**src/rtl/sha_top.sv**
```systemverilog
// sha_top: multi-block SHA-256 core, one compression round per clock over a sliding 16-word schedule window.
module sha_top (
    input  logic         clk,
    input  logic         rst_n,
    input  logic         i_enable,
    input  logic [511:0] data_in,
    input  logic [7:0]   i_N,
    output logic         o_done,
    output logic [255:0] data_out
);
    typedef enum logic [2:0] {IDLE, ROUND, UPDATE, GAP1, GAP2, LOAD, DONE} state_t;

    localparam logic [31:0] K [64] = '{
        32'h428a2f98, 32'h71374491, 32'hb5c0fbcf, 32'he9b5dba5, 32'h3956c25b, 32'h59f111f1, 32'h923f82a4, 32'hab1c5ed5,
        32'hd807aa98, 32'h12835b01, 32'h243185be, 32'h550c7dc3, 32'h72be5d74, 32'h80deb1fe, 32'h9bdc06a7, 32'hc19bf174,
        32'he49b69c1, 32'hefbe4786, 32'h0fc19dc6, 32'h240ca1cc, 32'h2de92c6f, 32'h4a7484aa, 32'h5cb0a9dc, 32'h76f988da,
        32'h983e5152, 32'ha831c66d, 32'hb00327c8, 32'hbf597fc7, 32'hc6e00bf3, 32'hd5a79147, 32'h06ca6351, 32'h14292967,
        32'h27b70a85, 32'h2e1b2138, 32'h4d2c6dfc, 32'h53380d13, 32'h650a7354, 32'h766a0abb, 32'h81c2c92e, 32'h92722c85,
        32'ha2bfe8a1, 32'ha81a664b, 32'hc24b8b70, 32'hc76c51a3, 32'hd192e819, 32'hd6990624, 32'hf40e3585, 32'h106aa070,
        32'h19a4c116, 32'h1e376c08, 32'h2748774c, 32'h34b0bcb5, 32'h391c0cb3, 32'h4ed8aa4a, 32'h5b9cca4f, 32'h682e6ff3,
        32'h748f82ee, 32'h78a5636f, 32'h84c87814, 32'h8cc70208, 32'h90befffa, 32'ha4506ceb, 32'hbef9a3f7, 32'hc67178f2
    };

    localparam logic [31:0] IV [8] = '{
        32'h6a09e667, 32'hbb67ae85, 32'h3c6ef372, 32'ha54ff53a,
        32'h510e527f, 32'h9b05688c, 32'h1f83d9ab, 32'h5be0cd19
    };

    function automatic logic [31:0] rotr(input logic [31:0] x, input int n);
        return (x >> n) | (x << (32 - n));
    endfunction

    function automatic logic [31:0] bsig0(input logic [31:0] x);
        return rotr(x, 2) ^ rotr(x, 13) ^ rotr(x, 22);
    endfunction

    function automatic logic [31:0] bsig1(input logic [31:0] x);
        return rotr(x, 6) ^ rotr(x, 11) ^ rotr(x, 25);
    endfunction

    function automatic logic [31:0] ssig0(input logic [31:0] x);
        return rotr(x, 7) ^ rotr(x, 18) ^ (x >> 3);
    endfunction

    function automatic logic [31:0] ssig1(input logic [31:0] x);
        return rotr(x, 17) ^ rotr(x, 19) ^ (x >> 10);
    endfunction

    state_t      state, state_nx;
    logic [7:0]  i;
    logic [7:0]  n_lat;
    logic [5:0]  t;
    logic [31:0] w  [16];
    logic [31:0] v  [8];
    logic [31:0] hh [8];
    logic [31:0] hs [8];
    logic [31:0] t1, t2, w_nx;
    logic        start, last;

    assign start = (state == IDLE || state == DONE) && i_enable && i_N != 8'd0;
    assign last  = (i + 8'd1) == n_lat;

    always_comb begin
        t1   = v[7] + bsig1(v[4]) + ((v[4] & v[5]) ^ (~v[4] & v[6])) + K[t] + w[0];
        t2   = bsig0(v[0]) + ((v[0] & v[1]) ^ (v[0] & v[2]) ^ (v[1] & v[2]));
        w_nx = ssig1(w[14]) + w[9] + ssig0(w[1]) + w[0];
        for (int j = 0; j < 8; j++) hs[j] = hh[j] + v[j];
    end

    always_comb begin
        state_nx = state;
        if (start) state_nx = ROUND;
        else case (state)
            ROUND:   state_nx = (t == 6'd63) ? UPDATE : ROUND;
            UPDATE:  state_nx = last ? DONE : GAP1;
            GAP1:    state_nx = GAP2;
            GAP2:    state_nx = LOAD;
            LOAD:    state_nx = ROUND;
            default: state_nx = state;
        endcase
    end

    always_ff @(posedge clk or negedge rst_n)
        if (!rst_n) state <= IDLE;
        else        state <= state_nx;

    always_ff @(posedge clk or negedge rst_n) begin
        if (!rst_n) begin
            i        <= '0;
            n_lat    <= '0;
            t        <= '0;
            o_done   <= 1'b0;
            data_out <= '0;
            for (int j = 0; j < 16; j++) w[j] <= '0;
            for (int j = 0; j < 8; j++) begin
                v[j]  <= '0;
                hh[j] <= '0;
            end
        end else if (start) begin
            i      <= '0;
            n_lat  <= i_N;
            t      <= '0;
            o_done <= 1'b0;
            for (int j = 0; j < 16; j++) w[j] <= data_in[511-32*j -: 32];
            for (int j = 0; j < 8; j++) begin
                v[j]  <= IV[j];
                hh[j] <= IV[j];
            end
        end else begin
            case (state)
                ROUND: begin
                    t    <= t + 6'd1;
                    v[0] <= t1 + t2;
                    v[1] <= v[0];
                    v[2] <= v[1];
                    v[3] <= v[2];
                    v[4] <= v[3] + t1;
                    v[5] <= v[4];
                    v[6] <= v[5];
                    v[7] <= v[6];
                    for (int j = 0; j < 15; j++) w[j] <= w[j+1];
                    w[15] <= w_nx;
                end
                UPDATE: begin
                    i <= i + 8'd1;
                    for (int j = 0; j < 8; j++) hh[j] <= hs[j];
                    if (last) begin
                        o_done <= 1'b1;
                        for (int j = 0; j < 8; j++) data_out[255-32*j -: 32] <= hs[j];
                    end
                end
                LOAD: begin
                    t <= '0;
                    for (int j = 0; j < 16; j++) w[j] <= data_in[511-32*j -: 32];
                    for (int j = 0; j < 8; j++) v[j] <= hh[j];
                end
                default: ;
            endcase
        end
    end
endmodule

```
**config.mk**
```make
export PLATFORM = sky130hd
export DESIGN_NAME = sha_top
export DESIGN_NICKNAME = d
export VERILOG_FILES = /design/src/rtl/sha_top.sv
export SDC_FILE = /design/constraint.sdc
export NUM_CORES = 2
export LEC_CHECK = 0
export BUFFER_PORTS_ARGS = -buffer_cell sky130_fd_sc_hd__buf_2
export CAP_MARGIN = 15
export CORE_AREA = 4 4 359 361
export CTS_CLUSTER_SIZE = 16
export DETAILED_ROUTE_END_ITERATION = 16
export DIE_AREA = 0 0 363 365
export PLACE_DENSITY = 0.88
export SLEW_MARGIN = 20
export SYNTH_ARGS = -nofsm -noshare
export SYNTH_HDL_FRONTEND = slang
export SYNTH_SLANG_ARGS = --single-unit
```
**constraint.sdc**
```tcl
create_clock -name clk -period 15.55 [get_ports clk]
set_input_delay 1.555 -clock clk [delete_from_list [all_inputs] [get_ports clk]]
set_output_delay 1.555 -clock clk [all_outputs]
set_load 0.01 [all_outputs]
```
# Yosys cells after proc, flatten, opt, wreduce, memory -nomap -nowiden
# Memory sizes are Yosys's and may differ from the RTL's.
# Cells that the tools add are included.
[totals] mem_bits_ro=2048 regBits=1306 memories=1 latchBits=0 out_inout_bits=257 mem_bits_rw=0 input_bits=523
[mem_list] name="(name not given)" words=64 word_bits=32 rd=1 rd_clocked_by_memory_dff=0 wr=0 line_no="64" text="t1 = v[7] + bsig1(v[4]) + ((v[4] & v[5]) ^ (~v[4] & v[6])) + K[t] + w[0];"
[op_classes] magnitude_cmp=1 n_mux=19 n_reduce_logical=11 eq_ne=8 add_sub_neg=20 n_div=0 shifts=0 multipliers=0 bitwise=29
[ops] operator="$pmux W512 S2" count=1
[ops] operator="$mux W256" count=3
[ops] operator="$add A32 B32 Y32" count=18
[ops] operator="$mux W512" count=1
[ops] operator="$pmux W256 S2" count=1
[ops] operator="$xor A32 B32 Y32" count=9
[ops] operator="$and A32 B32 Y32" count=5
[ops] operator="$mux W32" count=2
[ops] operator="$not A32 Y32" count=1
[ops] operator="$or A10 B32 Y32" count=1
[ops] operator="$or A13 B32 Y32" count=1
[ops] operator="$or A14 B32 Y32" count=1
[ops] operator="$or A15 B32 Y32" count=1
[ops] operator="$or A19 B32 Y32" count=1
[ops] operator="$or A21 B32 Y32" count=1
[ops] operator="$or A25 B32 Y32" count=1
[ops] operator="$or A26 B32 Y32" count=1
[ops] operator="$or A30 B32 Y32" count=1
[ops] operator="$or A7 B32 Y32" count=1
[ops] operator="$xor A32 B22 Y32" count=1
[ops] operator="$xor A32 B29 Y32" count=1
[ops] operator="$mux W8" count=2
[ops] operator="$pmux W3 S5" count=1
[ops] operator="$pmux W6 S2" count=1
[ops] operator="23 further kinds" count=31

# Logic depth before layout (Yosys ltp)
[logic_depth] word_depth=10 ltp_mapped=38 ltp_nobuf=37

# Least setup slack after synthesis
# OpenSTA, ideal clock, no wires.
[synth_timing] path_kind="register to register" startpoint="reg t[2]" endpoint="reg v[255] (netlist bit)" path_buffers=2 path_stages_with_launch=37 slack_ns=8.001 period_less_slack_ns=7.549 t_arrival_ns=7.418 path_cell_list="dfrtp_1 > clkbuf_1 > clkinv_1 > clkbuf_1 > ha_1 > nor2b_1 > a2111oi_0 > a21oi_1 > o21ai_0 > fa_1 > inv_1 > ha_1 > inv_1 > fa_1 > nor2b_1 > o31a_1 > a41oi_1 > a21oi_1 > a21o_1 > o21ai_0 > nand2b_1 > xor2_1 > inv_1 > fa_1 > inv_1 > ha_1 > o21a_1 > nor2_1 > nor2_1 > a221oi_1 > o21a_1 > o31ai_1 > o41ai_1 > o21a_1 > o21ai_0 > xnor2_1 > o21ai_1"
[synth_via] elab_chain_len=9
[synth_rtl] element="start, declared" line_no="52" text="logic [5:0] t;"
[synth_rtl] element="start signal, assigned" line_no="112" text="t <= t + 6'd1;"
[synth_rtl] element="$not A6 Y7 (not written as such)" line_no="64"
[synth_rtl] element="$mem_v2 Z64 W32"
[synth_rtl] element="$mux W32 (not written as such) (2 in a row)" line_no="64"
[synth_rtl] element="$add A32 B32 Y32 (2 in a row)" line_no="64"
[synth_rtl] element="$add A32 B32 Y32" line_no="113" text="v[0] <= t1 + t2;"
[synth_rtl] element="$pmux W256 S2" line_no="110" text="case (state)"
[synth_rtl] element="$mux W256" line_no="99" text="end else if (start) begin"
[synth_rtl] element="end signal, assigned by index" line_no="106" text="v[j] <= IV[j];"
[synth_rtl] element="end, declared" line_no="54" text="logic [31:0] v [8];"
# No other way between the ends. The select of a mux whose other input is x is not followed.
# A chain may end at the register's enable or synchronous reset.

# Worst setup path after layout
[layout_timing] startpoint="reg t[0]" endpoint="reg v[255] (netlist bit)"
# The elaborated chain is that of the path after synthesis.

==> results <==
- The die is 363 um wide.
- The maximum count of clock buffers along a single path is 3.
- The mean post-synth cell area is 8.83 um2.
- The setup slack of the critical path after layout is 6.19 ns.
- The site row count is 130.
- The type of element capturing the critical path is a flip-flop.
- Across the run, the number of max-cap violations was 0.
- The final hold violation count was 0.
- The tightest min-delay check is of the flip-flop to flip-flop type.
- The total of endpoints with negative setup slack in the final report is 0.
- After detailed routing, the total wire length is 321000 um.
- The via count of the first global-routing pass came to 73900.
- The share of layout cells above drive strength 1 is 12.2%.
- The period utilization is 60.2%.
- At the worst endpoint, the required time is 16.17 ns.
- The H-tree was split into 4 levels.
- Dividing the detail-routed wire length by the instance count gives 28.2 um.
- In this run the worst path has a maximum fanout of 20.
- The number of fill cells in the layout is 9286.
- The number of remaining DRC errors is 0.
- The share of the yosys chip area belonging to registers is 40.3%.
- The die outline area is 0.132 mm2.
- In the layout the commonest cells are 1302 x dfrtp_1, 1219 x nor2_1, 835 x o21ai_0.
- The count of hold buffers inserted by post-cts repair is 0.
- The minimum hold slack is 0.469 ns.
- The total area inside the core boundary comes to 0.125 mm2.
- The worst max-slew margin expressed relative to the limit is 16.6%.
- Counting flops with a built-in enable in the synthesized netlist gives 0.
- Setup repair after global routing left no endpoint under its margin.
- The category of the worst setup path launch point is a flip-flop.
- The cell sitting at the root of the clock tree is a clkbuf_16.
- The total via count after detailed routing is 76200.
- Clock skew on the completed layout was measured at 0.0375 ns.
- The flip-flop and latch count after synthesis is 1306.
- Entering global routing, the biggest net connects 231 pins.
- The HPWL reported at the end of detailed placement is 240000 um.
- Derived from the worst setup path, the maximum achievable clock frequency is 107 MHz.
- The global route total overflow is 0.
- The synthesized area is 0.0811 mm2.
- The number of gates given a new drive strength after cts is 0.
- The TritonCTS buffer count is 138.
- The final standard cell utilization of the core is 72.2%.
- Among the stages of the critical path, the cell type that occurs most often is a21oi_1.
- The warning count from the yosys run is 0.
- The number of unique standard cell types used by synthesis is 86.
- The final weighted congestion in routability-driven placement is 1.10.
- Synthesis produced 9183 cells.
- The tree built by TritonCTS fans out to 1306 sinks.
- The total routing usage reported by global routing is 47.6%.
- The post-layout minimum cycle time is 9.36 ns.
- Clock-pin slew was measured on the worst setup and hold paths at 0.06 ns.
- After detailed routing, the number of vias per cell comes to 6.68.
- Port buffering added 779 buffers.
- At the end of the flow, the number of nets in the layout was 10700.
- Once the floorplan was initialized, standard cells occupied 64.6% of the core.
- The maximum cell stage delay along the critical path is 0.89 ns.
- The net count after synthesis is 10300.
- The arrival time of data at the critical path endpoint is 9.98 ns.
- The clock insertion delay at the later pin of the skew report is 0.79 ns.
- Compared with the post-synthesis result, the final layout area differs by 11.6%.
- The worst setup path is of the flip-flop to flip-flop kind.
- The detailed-router iteration count before antenna repair is 7.
- The final max-slew violation count is 0.
- The number of placed I/O pins is 780.
- In this run, the number of DRC markers left after iteration 0 of detailed routing was 10600.
- The number of buffers inserted to repair setup after CTS is 0.
- The run finished with clean final reports.
- The total negative slack is 0 ns.
- The share of flip-flops with an asynchronous set or reset is 100%.
- Once detail routing completed, the nets flagged for antenna violations numbered 0.
- TritonCTS built the clock tree.
- Among all stages on the critical path, the largest delay is contributed by ha_1.
- At the pin with the least slew margin, the transition time is 1.25 ns.
- The worst slack at placement is 6.46 ns.
- The number of antenna violations at the first check in global routing is 87.
- The wire length of the first global-routing pass is 470000 um.
- Measured along the y axis, the die boundary spans 365 um.
- Among all flip-flop cells after synthesis, the most frequent one is dfrtp_1.
- The leading cell type in the layout, fill and taps excluded is dfrtp_1.
==> per-stage QoR <==
step                      area [um2]  cells
after floorplan                81100   9183
final                          90500  11400
after detailed placement       85600  11100
after global routing           90400  11400
after global placement         85600  11100
after CTS                      90300  11300
==> path summary, 6_finish.rpt <==
path | endpoint | start | slack, ns | depth (start not counted)
worst min-delay path | data_out[13] | data_out[13] | 0.47 | 2
worst max register to register | v[255] | t[0] | 6.19 | 32
min in group asynchronous | data_out[50] | rst_n | 0.83 | 1
max in group asynchronous | state[2] | rst_n | 11.42 | 4
worst min register to register | data_out[13] | data_out[13] | 0.47 | 2
worst max-delay path | v[255] | t[0] | 6.19 | 32
==> cell type report <==
cell class / count / area (um2) / share of cell area [%]
multi-input combinational: 6769 / 44300 / 49.0
sequential: 1306 / 32700 / 36.1
timing repair buffer: 866 / 4660 / 5.15
clock buffer: 188 / 3910 / 4.32
tap: 1650 / 2060 / 2.28
inverter: 499 / 1870 / 2.07
clock inverter: 60 / 803 / 0.888
antenna: 74 / 185 / 0.205
==> Yosys cell counts, drive strengths merged (228+ instances only) <==
| cell type | instances | area [um2] |
|---|---|---|
| xor2 | 253 | 2220 |
| nand3 | 266 | 1330 |
| a21oi | 558 | 2790 |
| clkbuf | 559 | 2100 |
| inv | 497 | 1870 |
| mux2i | 228 | 2280 |
| nor2 | 1225 | 4600 |
| o22ai | 496 | 3100 |
| dfrtp | 1306 | 32700 |
| nand2 | 712 | 2670 |
| ha | 401 | 5020 |
| xnor2 | 349 | 3060 |
| o21ai | 869 | 4350 |
==> registers in the layout, summed over array words and instances, names as in the netlist <==
| signal | cells |
|---|---|
| t | 6 |
| o_done | 1 |
| w | 512 |
| v | 256 |
| i | 8 |
| data_out | 256 |
| state | 3 |
| hh | 256 |
| n_lat | 8 |
==> cell families after synthesis <==
family | share of synthesized area, %
AO/OA/AOI/OAI | 19.3
adder cells (fa/ha/maj) | 11.0
multiplexers | 3.51
AND/OR/NAND/NOR | 14.2
flip-flops | 40.3
XOR/XNOR | 6.50
buffers and inverters | 5.14
==> layer usage <==
layer | share of wire, % | up-vias | routed length [um] | GRT usage [%]
li1 | - | 32800 | - | -
met1 | 35 | 36700 | 113000 | 58.8
met2 | 42 | 5222 | 135000 | 69.3
met3 | 13 | 1489 | 41900 | 16.1
met4 | 9.7 | 40 | 31300 | 36.2
met5 | 0.081 | - | 259 | 0
==> critical path: cells and delay by family (launching register included) <==
kind,cells,cell delay [ns]
compound gates,17,4.24
xor+xnor,2,0.50
fa+ha+maj,5,2.31
buf+inv,5,0.87
flops,1,0.33
simple gates,3,0.93
Power is left out: the tool's default activity adds up to more than one toggle a clock period on the data nets, which glitch-free logic cannot reach.
